<file path="config.mk">
export PLATFORM = sky130hd
export DESIGN_NAME = alu_issue_select
export DESIGN_NICKNAME = d
export VERILOG_FILES = /design/src/rtl/alu_issue_select.sv
export SDC_FILE = /design/constraint.sdc
export NUM_CORES = 2
export LEC_CHECK = 0
export ABC_AREA = 1
export ABC_CLOCK_PERIOD_IN_PS = 47400
export BUFFER_PORTS_ARGS = -buffer_cell sky130_fd_sc_hd__buf_4
export CAP_MARGIN = 20
export CORE_AREA = 2 2 753 755
export CTS_CLUSTER_DIAMETER = 30
export DETAILED_ROUTE_END_ITERATION = 12
export DIE_AREA = 0 0 755 757
export GPL_ROUTABILITY_DRIVEN = 0
export HOLD_SLACK_MARGIN = 0.08
export PLACE_DENSITY_LB_ADDON = 0.08
export SYNTH_ARGS = -nofsm -noshare
export SYNTH_HDL_FRONTEND = slang
export SYNTH_SLANG_ARGS = --single-unit
</file>
<file path="constraint.sdc">
create_clock -name clk -period 47.4 [get_ports clk]
set_clock_uncertainty 0.15 [all_clocks]
set_input_delay 9.48 -clock clk [delete_from_list [all_inputs] [get_ports clk]]
set_output_delay 9.48 -clock clk [all_outputs]
set_load 0.02 [all_outputs]
</file>
<file path="src/rtl/alu_issue_select.sv">
// ALU issue/select stage: round-robin picks up to NUM_UNITS ready RS slots per cycle,
// executes them in registered ALU/compare units and broadcasts the results one cycle later.

package alu_issue_pkg;

    // ALU ops use RISC-V funct3 encodings; funct7[5] selects sub / sra.
    localparam logic [2:0] ALU_ADD  = 3'b000;
    localparam logic [2:0] ALU_SLL  = 3'b001;
    localparam logic [2:0] ALU_SLT  = 3'b010;
    localparam logic [2:0] ALU_SLTU = 3'b011;
    localparam logic [2:0] ALU_XOR  = 3'b100;
    localparam logic [2:0] ALU_SRL  = 3'b101;
    localparam logic [2:0] ALU_OR   = 3'b110;
    localparam logic [2:0] ALU_AND  = 3'b111;

    // Compare ops use the branch funct3 encodings.
    localparam logic [2:0] CMP_BEQ  = 3'b000;
    localparam logic [2:0] CMP_BNE  = 3'b001;
    localparam logic [2:0] CMP_BLT  = 3'b100;
    localparam logic [2:0] CMP_BGE  = 3'b101;
    localparam logic [2:0] CMP_BLTU = 3'b110;
    localparam logic [2:0] CMP_BGEU = 3'b111;

    typedef struct packed {
        logic valid;
    } flush_t;

    typedef struct packed {
        logic [3:0]  tag;
        logic [31:0] r1;
        logic [31:0] r2;
        logic [2:0]  alu_opcode;
        logic [2:0]  cmp_opcode;
        logic [6:0]  funct7;
        logic        valid;
    } rs_t;

    typedef struct packed {
        logic        rdy;
        logic [3:0]  tag;
        logic [31:0] data;
    } sal_t;

endpackage

module alu_issue_exec
    import alu_issue_pkg::*;
(
    input  logic        is_cmp,
    input  logic        alt,
    input  logic [2:0]  alu_opcode,
    input  logic [2:0]  cmp_opcode,
    input  logic [31:0] r1,
    input  logic [31:0] r2,
    output logic [31:0] result
);
    logic [4:0]  shamt;
    logic [31:0] alu_res;
    logic        cmp_hit;

    assign shamt = r2[4:0];

    always_comb begin
        alu_res = '0;
        case (alu_opcode)
            ALU_ADD:  alu_res = alt ? (r1 - r2) : (r1 + r2);
            ALU_SLL:  alu_res = r1 << shamt;
            ALU_SLT:  alu_res = {31'b0, $signed(r1) < $signed(r2)};
            ALU_SLTU: alu_res = {31'b0, r1 < r2};
            ALU_XOR:  alu_res = r1 ^ r2;
            ALU_SRL:  alu_res = alt ? 32'($signed(r1) >>> shamt) : (r1 >> shamt);
            ALU_OR:   alu_res = r1 | r2;
            ALU_AND:  alu_res = r1 & r2;
            default:  alu_res = '0;
        endcase
    end

    always_comb begin
        cmp_hit = 1'b0;
        case (cmp_opcode)
            CMP_BEQ:  cmp_hit = (r1 == r2);
            CMP_BNE:  cmp_hit = (r1 != r2);
            CMP_BLT:  cmp_hit = ($signed(r1) < $signed(r2));
            CMP_BGE:  cmp_hit = ($signed(r1) >= $signed(r2));
            CMP_BLTU: cmp_hit = (r1 < r2);
            CMP_BGEU: cmp_hit = (r1 >= r2);
            default:  cmp_hit = 1'b0;
        endcase
    end

    assign result = is_cmp ? {31'b0, cmp_hit} : alu_res;

endmodule

module alu_issue_select
    import alu_issue_pkg::*;
#(
    parameter int size      = 15,
    parameter int NUM_UNITS = 2
) (
    input  logic                             clk,
    input  logic                             rst,
    input  flush_t                           flush,
    input  rs_t  [size-1:0]                  rs_data,
    input  logic [size-1:0]                  acu_operation,
    input  logic [size-1:0]                  ready,
    output sal_t [size-1:0]                  broadcast_bus,
    output logic [NUM_UNITS-1:0]             rob_valid,
    output logic [NUM_UNITS-1:0][3:0]        rob_tag,
    output logic [NUM_UNITS-1:0][31:0]       rob_data,
    output logic [size-1:0]                  busy_mask
);
    localparam int PW = $clog2(size);

    logic [PW-1:0]                 rr_ptr;
    logic [PW-1:0]                 rr_next;
    logic [size-1:0]               elig;
    logic [size-1:0]               set_mask;
    logic [size-1:0]               clr_mask;
    logic [NUM_UNITS-1:0]          sel_vld;
    logic [NUM_UNITS-1:0][PW-1:0]  sel_slot;
    logic [NUM_UNITS-1:0][31:0]    sel_res;
    logic [NUM_UNITS-1:0][PW-1:0]  u_slot;
    logic                          unused_f7;

    assign elig = ready & ~busy_mask & {<<{rs_valid_bits()}};

    function automatic logic [size-1:0] rs_valid_bits();
        logic [size-1:0] v;
        for (int i = 0; i < size; i++) v[size-1-i] = rs_data[i].valid;
        return v;
    endfunction

    // Each unit takes the next eligible slot after the ones claimed by lower units.
    always_comb begin : select
        logic [size-1:0] avail;
        logic [PW:0]     sum;
        logic [PW-1:0]   idx;
        logic            taken;
        avail    = elig;
        sum      = '0;
        idx      = '0;
        taken    = 1'b0;
        sel_vld  = '0;
        sel_slot = '0;
        for (int u = 0; u < NUM_UNITS; u++) begin
            taken = 1'b0;
            for (int k = 0; k < size; k++) begin
                sum = {1'b0, rr_ptr} + (PW+1)'(k);
                idx = (sum >= (PW+1)'(size)) ? PW'(sum - (PW+1)'(size)) : sum[PW-1:0];
                if (!taken && avail[idx]) begin
                    taken       = 1'b1;
                    avail[idx]  = 1'b0;
                    sel_vld[u]  = 1'b1;
                    sel_slot[u] = idx;
                end
            end
        end
    end

    always_comb begin
        rr_next = rr_ptr;
        for (int u = 0; u < NUM_UNITS; u++) begin
            if (sel_vld[u])
                rr_next = (sel_slot[u] == PW'(size - 1)) ? '0 : sel_slot[u] + 1'b1;
        end
    end

    always_comb begin
        set_mask = '0;
        clr_mask = '0;
        for (int u = 0; u < NUM_UNITS; u++) begin
            if (sel_vld[u])   set_mask[sel_slot[u]] = 1'b1;
            if (rob_valid[u]) clr_mask[u_slot[u]]   = 1'b1;
        end
    end

    for (genvar u = 0; u < NUM_UNITS; u++) begin : g_unit
        alu_issue_exec u_exec (
            .is_cmp     (acu_operation[sel_slot[u]]),
            .alt        (rs_data[sel_slot[u]].funct7[5]),
            .alu_opcode (rs_data[sel_slot[u]].alu_opcode),
            .cmp_opcode (rs_data[sel_slot[u]].cmp_opcode),
            .r1         (rs_data[sel_slot[u]].r1),
            .r2         (rs_data[sel_slot[u]].r2),
            .result     (sel_res[u])
        );
    end

    always_ff @(posedge clk) begin
        if (rst) begin
            rob_valid <= '0;
            rob_tag   <= '0;
            rob_data  <= '0;
            u_slot    <= '0;
            busy_mask <= '0;
            rr_ptr    <= '0;
        end else if (flush.valid) begin
            rob_valid <= '0;
            rob_tag   <= '0;
            rob_data  <= '0;
            u_slot    <= '0;
            busy_mask <= '0;
        end else begin
            rob_valid <= sel_vld;
            for (int u = 0; u < NUM_UNITS; u++) begin
                u_slot[u]   <= sel_vld[u] ? sel_slot[u] : '0;
                rob_tag[u]  <= sel_vld[u] ? rs_data[sel_slot[u]].tag : 4'h0;
                rob_data[u] <= sel_vld[u] ? sel_res[u] : 32'h0;
            end
            // A slot never retires and issues on the same edge: busy blocks eligibility.
            busy_mask <= (busy_mask & ~clr_mask) | set_mask;
            rr_ptr    <= rr_next;
        end
    end

    always_comb begin
        broadcast_bus = '0;
        for (int u = 0; u < NUM_UNITS; u++) begin
            if (rob_valid[u])
                broadcast_bus[u_slot[u]] = {1'b1, rob_tag[u], rob_data[u]};
        end
    end

    always_comb begin
        unused_f7 = 1'b0;
        for (int i = 0; i < size; i++)
            unused_f7 = unused_f7 ^ rs_data[i].funct7[6] ^ (^rs_data[i].funct7[4:0]);
    end

endmodule

</file>
[Word-level counts from Yosys, hierarchy flattened]
Index checks and enable logic that the tools add are counted.
Word-level totals
  register bits after elaboration: 101
  input port bits: 1263
  output and inout bits: 644
  word-level logic and storage cells: 526
Operators by class
  add/subtract/negate cells: 35
  magnitude comparators: 61
  equality and inequality tests: 30
  shifts and indexed selects: 6
  mux-type cells: 235
  bitwise operators: 62
  reductions and logical operators: 86
Operators by type and width (count)
  555-bit two-way mux: 2
  82-bit binary-select mux with 4-bit select: 2
  555-bit AND: 1
  555-bit bitwise mux: 1
  32-bit one-hot mux with 8 select lines: 2
  15-bit two-way mux: 33
  15-bit AND: 32
  37-bit demux with 4-bit select: 2
  15-bit inverter: 17
  4-bit two-way mux: 49
  82-bit two-way mux: 2
  1-bit binary-select mux with 4-bit select: 32
  32-bit >= comparator: 4
  32-bit < comparator: 4
  32-bit two-way mux: 4
  4-bit by 5-bit < comparator with 1-bit output, second input constant: 19
  1-bit two-way mux: 83
  1-bit demux with 4-bit select: 19
  4-bit by 1-bit >= comparator with 1-bit output, second input constant: 19
  37-bit two-way mux: 2
  5-bit by 4-bit >= comparator with 1-bit output, second input constant: 14
  32-bit adder: 2
  32-bit AND: 2
  32-bit == test: 2
  29 further kinds: 166

[Longest topological paths before layout]
  depth after elaboration: 131
  depth in mapped cells: 272
  depth with buffers taken out: 241

[Hierarchy]
A second synthesis with hierarchy kept.
Unflattened totals
  cell total of the unflattened synthesis: 13124
  area, all modules: 62825.3 sq um
By module, submodules not included
  alu_issue_select: instances 1, cells each 9269, area an instance 43818.3 sq um, sequential area each 2021.9 sq um
  alu_issue_exec (g_unit[0].u_exec): instances 1, cells each 1925, area an instance 9615.5 sq um, sequential area each 0.0 sq um
  alu_issue_exec (g_unit[1].u_exec): instances 1, cells each 1930, area an instance 9391.5 sq um, sequential area each 0.0 sq um

[Worst setup path after synthesis]
No wires, ideal clock.
  path type: input -> register
  from: input rs_data[738] (netlist name)
  to: register rob_data[32] (netlist name)
  setup time: 0.112 ns
  arrival time: 33.025 ns
  required time: 47.138 ns
  path slack: 14.112 ns
  stages on the path: 262
  path buffers: 34
  cell sequence: nand2_1 nor2_1 nand3_1 nand3_1 nand2_1 nand2_1 nand2_1 nor2_4 buf_4 nand2_1 nand3_1 nand2_1 o21ai_1 nand3_4 buf_6 nand3_1 nand2_1 nand2_1 [... 226 more ...] inv_1 a221oi_1 o31ai_1 nand3_1 nand2_1 nand2_1 nand2_1 a221o_1 nand2_1 nand2_1 nand3_1 nand3_1 xor2_1 nand2_1 nand2_1 nand2_1 nand2_1 nand2_1
Between the ends
  cells in the longest elaborated chain, start to end: 125
  elaborated cells on any way between the ends: 258
  those cells by class: 2 x add/sub; 4 x order compare; 14 x eq/ne; 3 x shift; 142 x mux; 34 x bitwise; 59 x reduce/logical
RTL lines
  start, declared: RTL line 104  | input rs_t [size-1:0] rs_data,
  15-bit AND *: RTL line 126  | assign elig = ready & ~busy_mask & {<<{rs_valid_bits()}};
  1-bit binary-select mux with 4-bit select: RTL line 151  | if (!taken && avail[idx]) begin
  1-bit two-way mux (not written as such): RTL line 151
  15-bit two-way mux: RTL line 151
  1-bit binary-select mux with 4-bit select: RTL line 151
  1-bit two-way mux (not written as such): RTL line 151
  1-bit logical AND: RTL line 151
  15-bit two-way mux: RTL line 151
  [... 109 more ...]
  1-bit logical AND: RTL line 151
  4-bit two-way mux: RTL line 151
  82-bit binary-select mux with 4-bit select
  82-bit two-way mux
  32-bit adder (tied with other cells): RTL line 66  | ALU_ADD: alu_res = alt ? (r1 - r2) : (r1 + r2);
  32-bit two-way mux (on tied branches): RTL line 66, 71
  32-bit one-hot mux with 8 select lines: RTL line 65  | case (alu_opcode)
  1-bit two-way mux: RTL line 91  | assign result = is_cmp ? {31'b0, cmp_hit} : alu_res;
  end signal, assigned by index: RTL line 209  | rob_data[u] <= sel_vld[u] ? sel_res[u] : 32'h0;
  end, declared: RTL line 110  | output logic [NUM_UNITS-1:0][31:0] rob_data,
Mark *: on every way between the ends. The rest lies on a longest branch, timed or not. The select of a mux whose other input is x is not followed.
A chain may end at the register's enable or synchronous reset.

[Worst setup path in the final report]
  from: input rs_data[246] (netlist name)
  to: register rob_data[62] (netlist name)
Between the ends
  cells in the longest elaborated chain, start to end: 124
  elaborated cells on any way between the ends: 244
  those cells by class: 2 x add/sub; 7 x eq/ne; 3 x shift; 140 x mux; 34 x bitwise; 58 x reduce/logical
RTL lines (RTL line)
  15-bit AND *: 126
  1-bit binary-select mux with 4-bit select: 151
  1-bit two-way mux (not written as such): 151
  15-bit two-way mux: 151
  1-bit binary-select mux with 4-bit select: 151
  1-bit two-way mux (not written as such): 151
  1-bit logical AND: 151
  15-bit two-way mux: 151
  [... 108 more ...]
  1-bit two-way mux (not written as such): 151
  1-bit logical AND: 151
  4-bit two-way mux: 151
  82-bit binary-select mux with 4-bit select
  82-bit two-way mux
  32-bit adder (tied with other cells): 66
  32-bit two-way mux (on tied branches): 66, 71
  32-bit one-hot mux with 8 select lines: 65
Marked as above.

==> flow_summary_export.csv <==
group,metric,value,unit
status,status,"completed",
detailed_routing,postRouteAntennaNets,0,
cells_and_area,final_common_cell,"nand2_1",
clock_tree,path_clk_slew,0.11,ns
setup_path,crit_top_cell,"nand2_1",
floorplan,core,563200,um2
detailed_routing,via_per_inst,4.419,
setup_path,ff2ff_path_depth,242,
grt,antenna_found_initial,271,
timing,finalCritPeriodShare,92.85,%
floorplan,initial_utilization,9.825,%
setup_path,regToRegEndpoint,"rob_data[62]",
cells_and_area,areaGrowthSynthToFinish,43.77,%
timing,min_period,44.01,ns
synth,synth.distinct_cells,77,
detailed_routing,vias,89390,
timing,setup_viol,0,
clock_tree,clock_latency,0.59,ns
synth,synth-seq-area-share,3.654,%
synth,synth_nets,12550,
floorplan,dieArea,571500,um2
grt,grt_start_max_net_pins,80,
synth,syn_inst,11070,
detailed_routing,avgRoutedWirePerCell,36.29,um
synth,synth_xor_area_share,1.250,%
synth,syn_avg_cell_area,4.999,um2
clock_tree,cts_buffer_depth,3,
cells_and_area,fin_area,79560,um2
synth,synth_top_area_share,22.11,%
place,hpwl,608300,um
detailed_routing,drtIter0Drc,8829,
place,post_dp_cell_area,78580,um2
clock_tree,cts-buffers-inserted,13,
synth,synth_top_family_by_area,"simple AND/OR/NAND/NOR gates",
setup_path,critPathLaunchType,"primary input",
setup_path,critPathMaxStageDelay,0.50,ns
setup_path,worstSetupEndpointType,"flop",
detailed_routing,first_pass_iters,8,
synth,synth-simple-area-share,42.35,%
synth,synth_adder_area_share,4.870,%
detailed_routing,drt_wl_total,734100,um
place,port_buffers,1816,
cells_and_area,final_cell_mix,"3259 x nand2_1, 2242 x buf_4, 1170 x inv_1",
synth,ys_ff_latch,101,
floorplan,io_pins,1907,
synth,ys.flop_type,"dfxtp_1",
timing,fmax,0.02272,GHz
synth,synth_top_area_cell,"nand2_1",
floorplan,rows,276,
synth,synthMuxAreaShare,0.03618,%
clock_tree,cts_root_buffer,"clkbuf_16",
synth,synth-async-reset-ratio,0,%
synth,yosys_warnings,0,
cells_and_area,multi_input_area,45200,um2
cells_and_area,fin_nets,14030,
clock_tree,cts.sinks,101,
grt,grt_pass1_vias,86950,
grt,grtUsageTotal,24.21,%
cells_and_area,num-fill-cells,67030,
setup_path,cp.required,47.81,ns
setup_path,critical_path_arrival,44.42,ns
detailed_routing,remaining_drc_errors,0,
synth,synth.area.top_cells,"nand2_1 22%, o21ai_0 11%, nand3_1 10%",
timing,tightest_slew,1.326,ns
timing,final_max_slew_viol_count,0,
run,drv_cap,0,
setup_path,crit_slowest_cell,"nand2_8",
floorplan,dieWidth,755,um
floorplan,die_h,757,um
cells_and_area,seqCellArea,2072,um2
setup_path,ff2ff_setup_slack,10.15,ns
synth,synth_edf_count,0,
grt,gr-total-overflow,0,
synth,synth_compound_area_share,32.45,%
timing,slew-limit-headroom,10.63,%
timing,final-hold-violation-count,0,
setup_path,crit_path_end,"rob_data[62]",
setup_path,cp_max_fo,20,
setup_path,r2r-start,"rr_ptr[1]",
clock_tree,htree_num_levels,3,
setup_path,critPathLaunch,"rs_data[246]",
synth,synth_area,55340,um2
cells_and_area,drive_above_1_share,20.60,%
min_path,hold_class,"flop to flop",
setup_path,critPathKind,"primary input to flop",
grt,grt_pass1_wl,924400,um
clock_tree,cts_tree,"done",
==> synthesized netlist by cell type, drive strengths merged (35+ instances only) <==
master / instances
a21oi: 259
clkbuf: 483
or2: 47
o211ai: 44
dfxtp: 101
inv: 1266
o221ai: 206
o21ai: 1443
o22ai: 786
nand3: 1122
nand4: 155
xor2: 72
a31oi: 35
buf: 318
nand2: 3290
ha: 209
a22oi: 99
nor2: 863
==> metal layers <==
| metal | vias to the layer above | track usage (%) | part of all wire, % |
|---|---|---|---|
| met5 | - | 0 | 0.094 |
| met4 | 102 | 8.379 | 4.0 |
| met3 | 633 | 3.742 | 5.5 |
| met2 | 3680 | 42.78 | 49 |
| met1 | 44230 | 29.65 | 42 |
| li1 | 40740 | - | - |
==> kinds of logic (layout without fill, tap and decap cells) <==
kind of cell / Yosys count / after routing
flops: 101 / 101
xor+xnor: 73 / 73
compound gates: 3045 / 3045
mux: 2 / 2
other cells: 0 / 168
buf+inv: 2084 / 3563
simple gates: 5551 / 5557
fa+ha+maj: 213 / 213
==> sequential cells by signal, indices dropped and copies added, names as in the netlist <==
signal     cells
rob_data      64
u_slot         8
rob_tag        8
busy_mask     15
rr_ptr         4
rob_valid      2
==> how the worst min path moves through the flow <==
stage	from	to	slack (ns)	depth (start not counted)
after CTS	busy_mask[1]	busy_mask[1]	0.35	2
after global routing	busy_mask[1]	busy_mask[1]	0.36	2
after floorplan	busy_mask[10]	busy_mask[10]	0.40	2
final	busy_mask[1]	busy_mask[1]	0.35	2
after global placement	busy_mask[1]	busy_mask[1]	0.33	2
after detailed placement	busy_mask[1]	busy_mask[1]	0.33	2
==> metrics by stage <==
stage / setup TNS [ns] / hold WS (ns) / setup slack (ns) / utilization, % / std cells
after floorplan: 0 / 0.4023 / 14.11 / - / 11070
after global placement: 0 / 0.3338 / 1.231 / 13.94 / 20020
after detailed placement: 0 / 0.3343 / 1.694 / 13.95 / 20030
after CTS: 0 / 0.3475 / 2.266 / 14.02 / 20040
after global routing: -0.008988 / 0.3593 / -0.008988 / 14.11 / 20180
final: 0 / 0.3461 / 3.388 / 14.13 / 20230
==> worst max-delay path, delay by kind of cell <==
kind / cells / cell delay [ns]
adders and majority gates: 1 / 0.29
AOI/OAI and AO/OA: 35 / 5.87
buffers and inverters: 9 / 1.57
and+or+nand+nor: 191 / 26.85
==> final cells by class <==
cell class,count,area share (%)
multi-input combinational,8890,56.82
timing repair buffer,2263,21.67
tap,7506,11.80
inverter,1283,6.094
sequential,101,2.604
antenna,168,0.5284
clock buffer,13,0.4089
clock inverter,4,0.06920
==> repair_timing <==
| item | in CTS | in global routing |
|---|---|---|
| hold buffers | 0 | 0 |
| setup endpoints to repair | 0 | 23 |
| setup buffers | 0 | 10 |
| gates resized for setup | 0 | 6 |
Power is left out: the tool's default activity adds up to more than one toggle a clock period on the data nets, which glitch-free logic cannot reach.
